==> config.mk <==
export PLATFORM = sky130hd
export DESIGN_NAME = ofdm_symbol_framer
export DESIGN_NICKNAME = d
export VERILOG_FILES = /design/src/rtl/ofdm_symbol_framer.sv
export SDC_FILE = /design/constraint.sdc
export NUM_CORES = 1
export LEC_CHECK = 0
export CAP_MARGIN = 20
export CORE_MARGIN = 1
export CORE_UTILIZATION = 28
export CTS_CLUSTER_DIAMETER = 100
export DETAILED_ROUTE_END_ITERATION = 16
export GPL_ROUTABILITY_DRIVEN = 0
export PLACE_DENSITY = 0.52
export RECOVER_POWER = 100
export SYNTH_ARGS = -nofsm -noshare
export SYNTH_HDL_FRONTEND = slang
export SYNTH_SLANG_ARGS = --single-unit
==> constraint.sdc <==
create_clock -name clock_clk -period 3.2 [get_ports clock_clk]
set_input_delay 0.48 -clock clock_clk [delete_from_list [all_inputs] [get_ports clock_clk]]
set_output_delay 0.48 -clock clock_clk [all_outputs]
set_load 0.01 [all_outputs]
==> src/rtl/ofdm_symbol_framer.sv <==
// OFDM frame sequencer: opens an nsym-symbol window on sync_start and re-frames the sample stream per symbol.
// Define OFDM_FRAMER_CP_STRIP_EN to drop cyclic-prefix samples and emit only the FFT_LEN useful samples.
module ofdm_symbol_framer #(
   parameter int unsigned DATA_W  = 32,
   parameter int unsigned CP_LEN  = 256,
   parameter int unsigned FFT_LEN = 1024,
   parameter int unsigned CNT_W   = 16
) (
   input  logic              clock_clk,
   input  logic              reset_reset_n,
   input  logic              sync_start,
   input  logic [7:0]        cfg_nsym,
   input  logic [DATA_W-1:0] asi_in0_data,
   input  logic              asi_in0_valid,
   output logic              asi_in0_ready,
   output logic [DATA_W-1:0] aso_out0_data,
   output logic              aso_out0_valid,
   input  logic              aso_out0_ready,
   output logic              aso_out0_startofpacket,
   output logic              aso_out0_endofpacket,
   output logic              busy,
   output logic [7:0]        sym_index,
   output logic              frame_done,
   output logic              err_sync_busy
);

   typedef enum logic [1:0] {IDLE, RUN, DRAIN} state_t;

   localparam logic [CNT_W-1:0] LAST_SAMP = CNT_W'(CP_LEN + FFT_LEN - 1);

   state_t           state, state_nxt;
   logic [7:0]       nsym;
   logic [CNT_W-1:0] samp_cnt;
   logic             in_beat, out_beat, load, fwd;
   logic             samp_last, sym_last, frame_end, sync_accept;
   logic [CNT_W-1:0] sop_samp;

`ifdef OFDM_FRAMER_CP_STRIP_EN
   // CP samples are consumed under the normal handshake but never reach the output register.
   assign fwd      = (samp_cnt >= CNT_W'(CP_LEN));
   assign sop_samp = CNT_W'(CP_LEN);
`else
   assign fwd      = 1'b1;
   assign sop_samp = '0;
`endif

   assign in_beat     = asi_in0_valid & asi_in0_ready;
   assign out_beat    = aso_out0_valid & aso_out0_ready;
   assign samp_last   = (samp_cnt == LAST_SAMP);
   assign sym_last    = (sym_index == (nsym - 8'd1));
   assign load        = in_beat && (state == RUN) && fwd;
   assign frame_end   = (state == DRAIN) && out_beat && aso_out0_endofpacket;
   assign sync_accept = (state == IDLE) && sync_start && (cfg_nsym != 8'd0);

   always_ff @(posedge clock_clk or negedge reset_reset_n) begin
      if (!reset_reset_n) state <= IDLE;
      else                state <= state_nxt;
   end

   always_comb begin
      state_nxt = state;
      unique case (state)
         IDLE:    if (sync_accept) state_nxt = RUN;
         RUN:     if (in_beat && samp_last && sym_last) state_nxt = DRAIN;
         DRAIN:   if (frame_end) state_nxt = IDLE;
         default: state_nxt = IDLE;
      endcase
   end

   always_comb begin
      asi_in0_ready = 1'b0;
      busy          = 1'b0;
      unique case (state)
         IDLE:    asi_in0_ready = reset_reset_n;
         RUN: begin
            asi_in0_ready = !aso_out0_valid | aso_out0_ready;
            busy          = 1'b1;
         end
         DRAIN:   busy = 1'b1;
         default: ;
      endcase
   end

   always_ff @(posedge clock_clk or negedge reset_reset_n) begin
      if (!reset_reset_n) begin
         nsym          <= '0;
         samp_cnt      <= '0;
         sym_index     <= '0;
         frame_done    <= 1'b0;
         err_sync_busy <= 1'b0;
      end else begin
         frame_done <= frame_end;
         if (sync_accept) begin
            nsym          <= cfg_nsym;
            samp_cnt      <= '0;
            sym_index     <= '0;
            err_sync_busy <= 1'b0;
         end else if (sync_start && (state != IDLE)) begin
            err_sync_busy <= 1'b1;
         end
         if (in_beat && (state == RUN)) begin
            if (samp_last) begin
               samp_cnt  <= '0;
               sym_index <= sym_index + 8'd1;
            end else begin
               samp_cnt <= samp_cnt + 1'b1;
            end
         end
         if (frame_end) sym_index <= '0;
      end
   end

   // One-deep output register; contents hold while stalled.
   always_ff @(posedge clock_clk or negedge reset_reset_n) begin
      if (!reset_reset_n) begin
         aso_out0_data          <= '0;
         aso_out0_valid         <= 1'b0;
         aso_out0_startofpacket <= 1'b0;
         aso_out0_endofpacket   <= 1'b0;
      end else if (load) begin
         aso_out0_data          <= asi_in0_data;
         aso_out0_valid         <= 1'b1;
         aso_out0_startofpacket <= (samp_cnt == sop_samp);
         aso_out0_endofpacket   <= samp_last;
      end else if (out_beat) begin
         aso_out0_valid <= 1'b0;
      end
   end

endmodule

==> out/metrics.cfg <==
[status]
status=complete, but fails checks
violations=max-capacitance violations, max-slew violations

[timing]
min_period_over_period_pct=88.7
setup_tns_ps=0
hold_viol_final=0
setup_viol=0
tightestPinTransition_ps=1780
clock-skew-final_ps=4.19
holdWs_ps=462
layout_min_cycle_time_ps=2840
finalMaxSlewViolations=72
slew_headroom_pct=-18.4
rsz0062_at_grt=false
fmax_mhz=352

[logic_synthesis]
synth_area_leaders=dfrtp_1, nand2_1, o21ai_0
synth_warnings=0
synth.net_count=431
synth_top_area_share_pct=51.3
syn_inst=377
syn_avg_cell_area_um2=9.19
netlist.top_cell.by_area=dfrtp_1
yosysSeqAreaShare_pct=51.3
async_flop_share_pct=100
synth_ff_type=dfrtp_1
synth_edf_count=0
synth.most_common_cell=nand2_1
syn_area_mm2=0.00346
yosys.cell_types.count=48
synthTopCellsByCount=nand2_1, dfrtp_1, o21ai_0
ys_seq_elements=71

[placement]
place_hpwl_mm=6.05
port_buffers=91

[power_and_ir_drop]
p_sw_uw=1260
switching_share_pct=33.5
peakVddDrop_mv=0.358
power_density_mw_per_mm2=782
p_clk_share_pct=26.5
seq_power_share_pct=36.8
p_comb_share_pct=36.7
power_leakage_uw=0.00225
internal_power_uw=2500

[detailed_routing]
drt_iter0_markers=126
totalWireLength_mm=8.65
dr.pass1.iters=4
ant_nets=0
vias=2951
viasPerCell=4.78
wire_per_inst_um=14.0
drc=0

[grt]
track_usage_pct=14.6
antenna_found_initial=0
grt_max_degree=72
overflow=0
grt_pass1_vias=2907
grt_first_pass_wirelength_mm=14.7

[final_layout]
n_antenna_cell=0
drive_above_1_share_pct=6.81
seq_area_mm2=0.00178
area_growth_pct=38.8
fin_nets=520
fill_cells=1192
multiInputGateArea_mm2=0.00159

[floorplanning]
initial_utilization_pct=28.8
die_w_um=113
die_h_um=113
die-area_mm2=0.0128
boundaryPins=92
core.rowCount=40
core_mm2=0.0120

[cts]
clockBufferDepth=2
cts_htree_levels=3
cts_inserted_buffers=9
clk-insertion-delay-late_ps=330
clk_pin_slew_worst_paths_ps=60
cts.repair.resized=0
cts.sinks=71
cts_setup_buffers=0
clock-root-buffer=clkbuf_16
ctsHoldBuffers=0
cts_tree=yes

[worst_setup_path]
path_class=register to register
required_ps=3400
cp.arrival_ps=3040
startpoint=samp_cnt[8]$_DFFE_PN0P_
r2r_slack_ps=360
rr_endpoint=state[0]$_DFFE_PN0P_
cp-end-kind=register
cp_max_fo=6
reg2reg_depth=6
r2r_start=samp_cnt[8]$_DFFE_PN0P_
critPathLaunchType=register
critPathCapture=state[0]$_DFFE_PN0P_

[flow_run]
drv_cap=1

[hold_path]
min_path_type=register to register

-- per-layer routing --
metal / wire length, µm / vias up / GRT usage, %
met5: 0 / - / 0
met4: 123 / 0 / 5.26
met3: 353 / 11 / 3.70
met2: 3980 / 58 / 22.5
met1: 4200 / 1424 / 19.7
li1: - / 1458 / -
-- cell usage in the layout (no fill, tap or decap), types with 9 or more instances in the layout --
cell             Yosys  layout
dfrtp_1             71      71
nand2_1            113     113
clkbuf_16            0       9
ha_1                 9       9
nand3_1             12      12
dlygate4sd3_1        0      48
o21ai_0             26      26
clkdlybuf4s50_1      0      42
nor2_1              19      19
a21oi_1             11      11
and3_1               9       9
-- cell families (layout without fill, tap and decap cells) --
group	count (synthesis)	count (layout)	share of synthesized area, %
adder cells (fa/ha/maj)	9	9	3.25
buffers and inverters	25	118	2.75
AO/OA/AOI/OAI	60	60	10.8
XOR/XNOR	11	11	2.78
AND/OR/NAND/NOR	191	191	25.9
flip-flops	71	71	51.3
multiplexers	10	10	3.25
-- power by group through the flow --
stage / Clock (µW) / Combinational [µW] / Sequential [µW]
2_1_floorplan: 0 / 706 / 1460
3_3_place_gp: 0 / 1480 / 1400
3_5_place_dp: 0 / 1500 / 1410
4_1_cts: 1020 / 1510 / 1400
5_1_grt: 1060 / 1540 / 1440
6_report: 996 / 1380 / 1380
-- worst max-delay path, stage by stage, from the launching register on --
cell and delay, ps:
dfrtp_1 420, or4_1 590, nor4_4 330, nand3_2 170, a2111o_1 420, a211oi_1 410, mux2_1 370
-- sequential cells by signal, summed over array words and instances, names as in the netlist, 2 cells and up --
register,flops
aso_out0_data,32
nsym,8
samp_cnt,16
state,2
sym_index,8
-- metrics by stage --
step / std cells / setup slack, ps / power [µW] / utilization, % / cell area, µm²
5_1_grt: 617 / 198 / 4050 / 40.0 / 4810
3_3_place_gp: 602 / 455 / 2890 / 37.7 / 4530
2_1_floorplan: 377 / 790 / 2170 / - / 3460
4_1_cts: 617 / 480 / 3930 / 40.2 / 4830
3_5_place_dp: 602 / 398 / 2910 / 37.7 / 4530
6_report: 617 / 363 / 3760 / 40.0 / 4810
-- worst min path at each step --
| stage | depth (start not counted) | endpoint | from |
|---|---|---|---|
| 4_1_cts | 2 | aso_out0_data[27]$_DFFE_PN0P_ | reset_reset_n |
| 6_report | 2 | aso_out0_data[10]$_DFFE_PN0P_ | aso_out0_data[10]$_DFFE_PN0P_ |
| 3_3_place_gp | 2 | aso_out0_data[16]$_DFFE_PN0P_ | aso_out0_data[16]$_DFFE_PN0P_ |
| 2_1_floorplan | 0 | aso_out0_data[0]$_DFFE_PN0P_ | reset_reset_n |
| 5_1_grt | 2 | aso_out0_data[4]$_DFFE_PN0P_ | aso_out0_data[4]$_DFFE_PN0P_ |
| 3_5_place_dp | 2 | aso_out0_data[5]$_DFFE_PN0P_ | aso_out0_data[5]$_DFFE_PN0P_ |
-- area by class of cell --
type                            instances  area share [%]
Sequential cell                        71            37.0
Multi-Input combinational cell        281            33.2
Timing Repair Buffer                   95            19.3
Clock buffer                           11            5.26
Tap cell                              147            3.83
Clock inverter                          4           0.937
Inverter                                8           0.625
(Power assumes the default switching activity.)
